===== src/rtl/snake_nav_pkg.sv =====
// rtl/snake_nav_pkg.sv - direction encoding, button indices and turn helpers for the snake navigation controller
package snake_nav_pkg;

  typedef logic [1:0] dir_t;

  localparam dir_t DIR_UP    = 2'b00;
  localparam dir_t DIR_LEFT  = 2'b01;
  localparam dir_t DIR_RIGHT = 2'b10;
  localparam dir_t DIR_DOWN  = 2'b11;

  localparam int MAX_PLAYERS     = 4;
  localparam int MAX_QUEUE_DEPTH = 4;

  // Bit positions of one player's buttons inside a 4-bit button vector.
  typedef enum logic [1:0] {
    BTN_U = 2'd0,
    BTN_D = 2'd1,
    BTN_L = 2'd2,
    BTN_R = 2'd3
  } btn_idx_e;

  typedef struct packed {
    logic valid;
    dir_t dir;
  } turn_req_t;

  // Reversal: the two directions differ in both bits.
  function automatic logic is_opposite(input dir_t a, input dir_t b);
    return (a ^ b) == 2'b11;
  endfunction

  // Vertical directions (00, 11) have equal bits, horizontal ones (01, 10) differ.
  function automatic logic is_perpendicular(input dir_t a, input dir_t b);
    return (a[1] ^ a[0]) != (b[1] ^ b[0]);
  endfunction

  // Reduce simultaneous presses to a single candidate, U > D > L > R.
  function automatic turn_req_t pick_turn(input logic [3:0] press);
    turn_req_t req;
    req.valid = 1'b1;
    if (press[BTN_U])      req.dir = DIR_UP;
    else if (press[BTN_D]) req.dir = DIR_DOWN;
    else if (press[BTN_L]) req.dir = DIR_LEFT;
    else if (press[BTN_R]) req.dir = DIR_RIGHT;
    else begin
      req.valid = 1'b0;
      req.dir   = DIR_UP;
    end
    return req;
  endfunction

endpackage


===== src/rtl/snake_turn_queue.sv =====
// rtl/snake_turn_queue.sv - one player's edge detect, turn filter, turn FIFO, direction and overflow (optional SNAKE_NAV_DEBOUNCE_EN)
module snake_turn_queue
  import snake_nav_pkg::*;
#(
  parameter int   QUEUE_DEPTH = 2,
  parameter dir_t RESET_DIR   = DIR_UP
`ifdef SNAKE_NAV_DEBOUNCE_EN
  ,
  parameter int   DEBOUNCE_CYCLES = 16
`endif
) (
  input  logic       CLK,
  input  logic       RESET,
  input  logic       CLEAR,
  input  logic       TICK,
  input  logic [3:0] btn,
  output dir_t       direction,
  output logic       pending,
  output logic       overflow
);

  localparam int PTR_W = (QUEUE_DEPTH > 1) ? $clog2(QUEUE_DEPTH) : 1;
  localparam int CNT_W = $clog2(QUEUE_DEPTH + 1);
  localparam logic [PTR_W-1:0] LAST_PTR = PTR_W'(QUEUE_DEPTH - 1);
  localparam logic [CNT_W-1:0] FULL_CNT = CNT_W'(QUEUE_DEPTH);

  logic [3:0] level;
  logic [3:0] btn_q;
  logic [3:0] press;

`ifdef SNAKE_NAV_DEBOUNCE_EN
  localparam int DB_W = (DEBOUNCE_CYCLES > 1) ? $clog2(DEBOUNCE_CYCLES) : 1;
  localparam logic [DB_W-1:0] DB_LAST = DB_W'(DEBOUNCE_CYCLES - 1);

  logic [3:0]      sync1;
  logic [3:0]      sync2;
  logic [3:0]      filt;
  logic [DB_W-1:0] db_cnt [4];

  // Synchronise raw buttons, then let the filtered level follow only after a stable run.
  always_ff @(posedge CLK or posedge RESET) begin
    if (RESET) begin
      sync1 <= '0;
      sync2 <= '0;
      filt  <= '0;
      for (int i = 0; i < 4; i++) db_cnt[i] <= '0;
    end else if (CLEAR) begin
      sync1 <= '0;
      sync2 <= '0;
      filt  <= '0;
      for (int i = 0; i < 4; i++) db_cnt[i] <= '0;
    end else begin
      sync1 <= btn;
      sync2 <= sync1;
      for (int i = 0; i < 4; i++) begin
        if (sync2[i] == filt[i]) begin
          db_cnt[i] <= '0;
        end else if (db_cnt[i] == DB_LAST) begin
          filt[i]   <= sync2[i];
          db_cnt[i] <= '0;
        end else begin
          db_cnt[i] <= db_cnt[i] + 1'b1;
        end
      end
    end
  end

  assign level = filt;
`else
  assign level = btn;
`endif

  dir_t             mem [QUEUE_DEPTH];
  logic [PTR_W-1:0] rd_ptr;
  logic [PTR_W-1:0] wr_ptr;
  logic [PTR_W-1:0] tail_ptr;
  logic [CNT_W-1:0] count;
  dir_t             cur_dir;
  logic             ovf_q;

  turn_req_t        req;
  dir_t             ref_dir;
  logic             accept;
  logic             do_pop;
  logic             do_push;
  logic             do_drop;

  function automatic logic [PTR_W-1:0] ptr_inc(input logic [PTR_W-1:0] p);
    return (p == LAST_PTR) ? '0 : p + 1'b1;
  endfunction

  // Filter the candidate turn against the last queued direction and decide push/pop/drop.
  always_comb begin
    press    = level & ~btn_q;
    req      = pick_turn(press);
    tail_ptr = (wr_ptr == '0) ? LAST_PTR : wr_ptr - 1'b1;
    ref_dir  = (count != '0) ? mem[tail_ptr] : cur_dir;
    accept   = req.valid && is_perpendicular(req.dir, ref_dir);
    do_pop   = TICK && (count != '0);
    do_push  = accept && ((count != FULL_CNT) || do_pop);
    do_drop  = accept && (count == FULL_CNT) && !do_pop;
  end

  // Queue storage needs no reset; occupancy is tracked by the pointers and count.
  always_ff @(posedge CLK) begin
    if (do_push && !CLEAR) mem[wr_ptr] <= req.dir;
  end

  // Pointers, occupancy, current direction, sticky overflow and button history.
  always_ff @(posedge CLK or posedge RESET) begin
    if (RESET) begin
      rd_ptr  <= '0;
      wr_ptr  <= '0;
      count   <= '0;
      cur_dir <= RESET_DIR;
      ovf_q   <= 1'b0;
      btn_q   <= '0;
    end else if (CLEAR) begin
      rd_ptr  <= '0;
      wr_ptr  <= '0;
      count   <= '0;
      cur_dir <= RESET_DIR;
      ovf_q   <= 1'b0;
      btn_q   <= '0;
    end else begin
      btn_q <= level;
      if (do_push) wr_ptr <= ptr_inc(wr_ptr);
      if (do_pop) begin
        rd_ptr  <= ptr_inc(rd_ptr);
        cur_dir <= mem[rd_ptr];
      end
      case ({do_push, do_pop})
        2'b10:   count <= count + 1'b1;
        2'b01:   count <= count - 1'b1;
        default: count <= count;
      endcase
      if (do_drop) ovf_q <= 1'b1;
    end
  end

  assign direction = cur_dir;
  assign pending   = (count != '0);
  assign overflow  = ovf_q;

endmodule


===== src/rtl/snake_multi_nav_controller.sv =====
// rtl/snake_multi_nav_controller.sv - multi-player snake direction controller with per-player turn queues (optional SNAKE_NAV_DEBOUNCE_EN)
module snake_multi_nav_controller
  import snake_nav_pkg::*;
#(
  parameter int         NUM_PLAYERS     = 2,
  parameter int         QUEUE_DEPTH     = 2,
  parameter logic [1:0] RESET_DIR       = 2'b00,
  parameter int         DEBOUNCE_CYCLES = 16
) (
  input  logic                     CLK,
  input  logic                     RESET,
  input  logic                     CLEAR,
  input  logic                     TICK,
  input  logic [NUM_PLAYERS-1:0]   BTNU,
  input  logic [NUM_PLAYERS-1:0]   BTND,
  input  logic [NUM_PLAYERS-1:0]   BTNL,
  input  logic [NUM_PLAYERS-1:0]   BTNR,
  output logic [2*NUM_PLAYERS-1:0] Direction_State,
  output logic [NUM_PLAYERS-1:0]   Turn_Pending,
  output logic [NUM_PLAYERS-1:0]   Overflow
);

  if (NUM_PLAYERS < 1 || NUM_PLAYERS > MAX_PLAYERS) begin : g_bad_players
    $error("NUM_PLAYERS out of range 1..4");
  end
  if (QUEUE_DEPTH < 1 || QUEUE_DEPTH > MAX_QUEUE_DEPTH) begin : g_bad_depth
    $error("QUEUE_DEPTH out of range 1..4");
  end
  if (DEBOUNCE_CYCLES < 1) begin : g_bad_debounce
    $error("DEBOUNCE_CYCLES must be at least 1");
  end

  for (genvar g = 0; g < NUM_PLAYERS; g++) begin : g_player
    snake_turn_queue #(
      .QUEUE_DEPTH     (QUEUE_DEPTH),
      .RESET_DIR       (RESET_DIR)
`ifdef SNAKE_NAV_DEBOUNCE_EN
      ,
      .DEBOUNCE_CYCLES (DEBOUNCE_CYCLES)
`endif
    ) u_turn_queue (
      .CLK       (CLK),
      .RESET     (RESET),
      .CLEAR     (CLEAR),
      .TICK      (TICK),
      .btn       ({BTNR[g], BTNL[g], BTND[g], BTNU[g]}),
      .direction (Direction_State[2*g +: 2]),
      .pending   (Turn_Pending[g]),
      .overflow  (Overflow[g])
    );
  end

endmodule


===== config.mk =====
export PLATFORM = sky130hd
export DESIGN_NAME = snake_multi_nav_controller
export DESIGN_NICKNAME = d
export VERILOG_FILES = /design/src/rtl/snake_nav_pkg.sv /design/src/rtl/snake_turn_queue.sv /design/src/rtl/snake_multi_nav_controller.sv
export SDC_FILE = /design/constraint.sdc
export NUM_CORES = 1
export LEC_CHECK = 0
export ABC_CLOCK_PERIOD_IN_PS = 2600
export BUFFER_PORTS_ARGS = -buffer_cell sky130_fd_sc_hd__buf_2
export CAP_MARGIN = 20
export CORE_MARGIN = 10
export CORE_UTILIZATION = 55
export DETAILED_ROUTE_END_ITERATION = 7
export GPL_TIMING_DRIVEN = 0
export PLACE_DENSITY = 0.85
export SLEW_MARGIN = 20
export SYNTH_ARGS = -nofsm -noshare
export SYNTH_HDL_FRONTEND = slang
export SYNTH_SLANG_ARGS = --single-unit
export TNS_END_PERCENT = 30

===== constraint.sdc =====
create_clock -name CLK -period 2.6 [get_ports CLK]
set_clock_uncertainty 0.15 [all_clocks]
set_input_delay 0.52 -clock CLK [delete_from_list [all_inputs] [get_ports CLK]]
set_output_delay 0.52 -clock CLK [all_outputs]
set_load 0.01 [all_outputs]

# Yosys cells after proc, flatten, opt, wreduce, memory -nomap -nowiden
# Memory sizes are Yosys's and may differ from the RTL's.
# Cells that the tools add are included.
[totals] wordCells=119 output_inout_bits=8 reg_bits=22 mem_count=2 mem_bits_rw=8 input_bits=12
[classes] n_reduce_logical=27 n_mux=50 n_bitwise=8 addsub=10 eq_ne=10
[mem_list] memory="g_player[0].u_turn_queue.mem" depth=2 word_bits=2 rd=2 rd_ports_with_merged_regs=0 wr=1 line_no="snake_turn_queue.sv:73" source="dir_t mem [QUEUE_DEPTH];"
[mem_list] memory="g_player[1].u_turn_queue.mem" depth=2 word_bits=2 rd=2 rd_ports_with_merged_regs=0 wr=1 line_no="snake_turn_queue.sv:73"
[ops] operator="$mux 2" count=16
[ops] operator="$mux 1" count=30
[ops] operator="$reduce_bool 2->1" count=8
[ops] operator="$logic_and 1x1->1" count=12
[ops] operator="$and 4x4->4" count=2
[ops] operator="$eq 2x2->1 const B" count=4
[ops] operator="$mux 4" count=2
[ops] operator="$not 4->4" count=2
[ops] operator="$pmux 2 s2" count=2
[ops] operator="$reduce_bool 3->1" count=2
[ops] operator="$add 1x1->1 const B" count=4
[ops] operator="$add 2x1->2 const B" count=2
[ops] operator="$eq 2x1->1 const B" count=2
[ops] operator="$ne 2x2->1 const B" count=2
[ops] operator="$sub 2x1->2 const B" count=2
[ops] operator="$xor 1x1->1" count=4
[ops] operator="$logic_not 1->1" count=3
[ops] operator="$logic_or 1x1->1" count=2
[ops] operator="$ne 1x1->1" count=2
[ops] operator="$sub 1x1->1 const B" count=2

# Logic depth before layout (Yosys ltp)
[depth] depth_word=13 depth_mapped=6 depth_no_buf=6

# Modules after synthesis
# From an unflattened synthesis, not the netlist that was laid out.
[hier_totals] cells_unflattened=160 area_unflattened_um2=1656.6
[modules_own_cells] module="snake_turn_queue" seq_area_each_um2=395.4 cells_each=80 instances=2 area_per_inst_um2=828.3

# Worst setup path before layout
# No wires, ideal clock.
[synth_timing] kind="in2reg" start="input BTND[1]" end="memory g_player[1].u_turn_queue.mem[1][0] in the netlist's numbering, enable pin" required_ns=2.095 t_arrival_ns=1.535 setup_slack_ns=0.561 setup_time_ns=0.355 path_buffers=0 path_stages=4 path_cell_list="nor2b_1 > a211oi_1 > mux2i_1 > nor4b_1"
[synth_via] elab_chain_cells=10 word_cells_on_any_way=12
[synth_rtl] item="start, declared" line_no="snake_multi_nav_controller.sv:15" source="input logic [NUM_PLAYERS-1:0] BTND,"
[synth_rtl] item="$and 4x4->4 (*)" line_no="snake_turn_queue.sv:94" source="press = level & ~btn_q;"
[synth_rtl] item="$mux 2" line_no="snake_nav_pkg.sv:42" source="else if (press[BTN_D]) req.dir = DIR_DOWN;"
[synth_rtl] item="$mux 2" line_no="snake_nav_pkg.sv:41" source="if (press[BTN_U]) req.dir = DIR_UP;"
[synth_rtl] item="$xor 1x1->1" line_no="snake_nav_pkg.sv:34" source="return (a[1] ^ a[0]) != (b[1] ^ b[0]);"
[synth_rtl] item="$ne 1x1->1" line_no="snake_nav_pkg.sv:34"
[synth_rtl] item="$logic_and 1x1->1 (*)" line_no="snake_turn_queue.sv:98" source="accept = req.valid && is_perpendicular(req.dir, ref_dir);"
[synth_rtl] item="$logic_and 1x1->1 (*)" line_no="snake_turn_queue.sv:100" source="do_push = accept && ((count != FULL_CNT) || do_pop);"
[synth_rtl] item="$logic_and 1x1->1 (*)" line_no="snake_turn_queue.sv:106" source="if (do_push && !CLEAR) mem[wr_ptr] <= req.dir;"
[synth_rtl] item="$mux 1 (*)" line_no="snake_turn_queue.sv:106"
[synth_rtl] item="$mux 1 (not written as such) (*)" line_no="snake_turn_queue.sv:106"
[synth_rtl] item="end, declared" line_no="snake_turn_queue.sv:73"
# Every way passes the cells marked *; elsewhere a longest branch is shown, timed or not.

==> metrics.csv <==
metric,value,unit
pre_cts_ws,0.134,ns
synth_common_cells,"dfrtp_1 (22), nor2b_1 (13), a21oi_1 (9), nand2b_1 (9), nor2_1 (9)",
critPathBufInv,0,
die_area,0.00529,sq mm
fmax,428,MHz
cp_slowest_stage_delay,0.61,ns
rsz0062_at_grt,no,
clk_latency,0.33,ns
relSlewSlack,44.9,%
powerDensity,741,mW/mm^2
die_w,72.7,um
fin_crit,2.34,ns
coreArea,0.00271,sq mm
crit_path_cell_trace,xnor2_1 > mux2i_1 > o21ai_0 > mux2i_1 > nor3b_1 > nor4b_1,
wl,2710,um
netlist_area,0.00153,sq mm
synthesis.nets,155,
start_util,56.4,%
peakVddDrop,549,uV
dieHeight,72.7,um
ctsHoldBuffers,0,
yosys_warnings,0,
io_pins,20,
routed_via_density,5.49,
cp_slowest_cell,mux2i_1,
root_buffer,clkbuf_4,
cp.depth,6,
fin_cells,200,
wl_per_cell,13.5,um
synthCells,143,
crit_path_max_fanout,9,
drive_gt1_share,23.7,%
synth_top_area_cell,dfrtp_1,
vias,1097,
seq_area_frac_synth,51.8,%
dp.cells,193,
ys_seq_elements,30,
multi_input_area,669,sq um
antenna_left,0,
antennaDiodeCount,0,
cpLargestDelayFamily,multiplexers,
fill_cells,239,
grtUsageTotal,11.7,%
drv_slew,0,
status,completed,
cts_buffers,5,
synth.distinct_cells,37,
clock-sinks,30,
drt_iter0_markers,23,
synth_area_leaders,"dfrtp_1 (36%), edfxtp_1 (16%), nor2b_1 (5.3%)",
rr_worst_depth,6,
gr-total-overflow,0,
area_growth,11.9,%
end_kind,flip-flop,
leakagePower,0.758,nW
synth_edf_count,8,
clk_path_buf_depth,2,
cts_tree,yes,
htree_num_levels,2,
final-hold-violation-count,0,
antenna_found_initial,0,
finalCritPeriodShare,89.8,%
synth_top_area_share,36.0,%
required,2.67,ns
setup_viol,0,
portBuffers,19,
drc_errors,0,
synth.most_common_cell,dfrtp_1,
min_path_type,in -> async,
tightest_slew,0.825,ns
crit_end,g_player[1].u_turn_queue.count[1]$_DFFE_PP0P_,
ys.flop_type,dfrtp_1,
dr.pass1.iters,4,
start_kind,flip-flop,
place_hpwl,2100,um
grt_pass1_vias,1190,
setup_slack,0.265,ns
arrival,2.41,ns
rrSetupSlack,0.26,ns
grt_first_pass_wirelength,4930,um
crit_start,g_player[1].u_turn_queue.mem[1][1]$_DFFE_PP_,
rr_endpoint,g_player[1].u_turn_queue.count[1]$_DFFE_PP0P_,
gp_congestion,0.770,
post_cts_resized,0,
postCtsSetupRepairBufs,0,
num_rows,19,
grt_max_degree,23,
rr_startpoint,g_player[1].u_turn_queue.mem[1][1]$_DFFE_PP_,
final.setup.tns,0,ns
cp_common_cell,mux2i_1,
cap_violations,0,
async_flop_share,73.3,%
path_clk_slew,0.09,ns
final_net_count,181,
crit_type,reg -> reg,
final-seq-area,791,sq um
avgSynthCellArea,10.7,sq um
## how the worst min path moves through the flow
stage                                                  start  slack [ns]  cells after the start                                             to
4_1_cts                                                RESET        0.20                      2  g_player[1].u_turn_queue.overflow$_DFFE_PP0P_
3_3_place_gp   g_player[0].u_turn_queue.overflow$_DFFE_PP0P_        0.33                      2  g_player[0].u_turn_queue.overflow$_DFFE_PP0P_
6_report                                               RESET        0.18                      2  g_player[1].u_turn_queue.overflow$_DFFE_PP0P_
2_1_floorplan  g_player[0].u_turn_queue.overflow$_DFFE_PP0P_        0.31                      2  g_player[0].u_turn_queue.overflow$_DFFE_PP0P_
3_5_place_dp   g_player[1].u_turn_queue.overflow$_DFFE_PP0P_        0.33                      1  g_player[1].u_turn_queue.overflow$_DFFE_PP0P_
5_1_grt                                                RESET        0.25                      2  g_player[1].u_turn_queue.overflow$_DFFE_PP0P_
## cell families (layout without fill, tap and decap cells)
family | Yosys count | in the layout | synth area share [%]
flops | 30 | 30 | 51.8
simple gates | 57 | 57 | 22.7
mux | 8 | 8 | 5.57
compound gates | 26 | 26 | 11.0
xor+xnor | 8 | 8 | 4.59
buf+inv | 14 | 40 | 4.42
## state kept, by name, indices dropped and copies added, names as in the netlist
register / flops
g_player.u_turn_queue.rd_ptr: 2
g_player.u_turn_queue.count: 4
g_player.u_turn_queue.wr_ptr: 2
g_player.u_turn_queue.overflow: 2
g_player.u_turn_queue.mem: 8
g_player.u_turn_queue.direction: 4
g_player.u_turn_queue.btn_q: 8
## worst reg2reg max path, delay by kind of cell, from the launching register on
| kind | cells | cell delay [ns] |
|---|---|---|
| AO/OA/AOI/OAI | 1 | 0.26 |
| XOR/XNOR | 1 | 0.19 |
| flip-flops | 1 | 0.41 |
| multiplexers | 2 | 0.73 |
| AND/OR/NAND/NOR | 2 | 0.47 |
## cell type report
| cell class | count | area share [%] |
|---|---|---|
| plain buffers | 8 | 2.64 |
| clock inverters | 2 | 0.586 |
| clock buffers | 5 | 2.20 |
| repair buffers | 19 | 5.56 |
| flip-flops and latches | 30 | 46.3 |
| well taps | 31 | 2.27 |
| inverters | 6 | 1.32 |
| multi-input cells | 99 | 39.2 |
## cell usage in the layout (no fill, tap or decap), types with 4 or more instances in the layout
cell type,n
clkbuf_1,4
buf_4,4
nor2_1,9
o21ai_0,4
edfxtp_1,8
a21oi_1,9
a211oi_1,7
xnor2_1,6
nand2_1,5
buf_2,19
nor2b_1,13
clkbuf_4,5
inv_1,6
dfrtp_1,22
nand2b_1,9
mux2i_1,7
## where the power goes
| group | switching [mW] | total [mW] | internal, mW |
|---|---|---|---|
| Sequential | 0.0637 | 0.617 | 0.554 |
| Combinational | 0.196 | 0.396 | 0.199 |
| Clock | 0.157 | 0.253 | 0.0968 |
## layer usage
layer / GRT usage (%) / wire length (um)
met5: 0 / 0
met4: 8.02 / 84
met3: 4.08 / 148
met2: 18.3 / 1320
met1: 13.1 / 1160
## metrics by stage
| stage | instance area (sq um) | hold slack, ns | util, % | power (mW) |
|---|---|---|---|---|
| after floorplan | 1530 | 0.314 | - | 0.926 |
| after global placement | 1660 | 0.330 | 61.3 | 1.00 |
| after detailed placement | 1660 | 0.331 | 61.3 | 1.02 |
| after CTS | 1710 | 0.204 | 63.1 | 1.27 |
| after global routing | 1710 | 0.249 | 63.1 | 1.34 |
| final | 1710 | 0.181 | 63.1 | 1.27 |
Power figures use the tool's default switching activity.
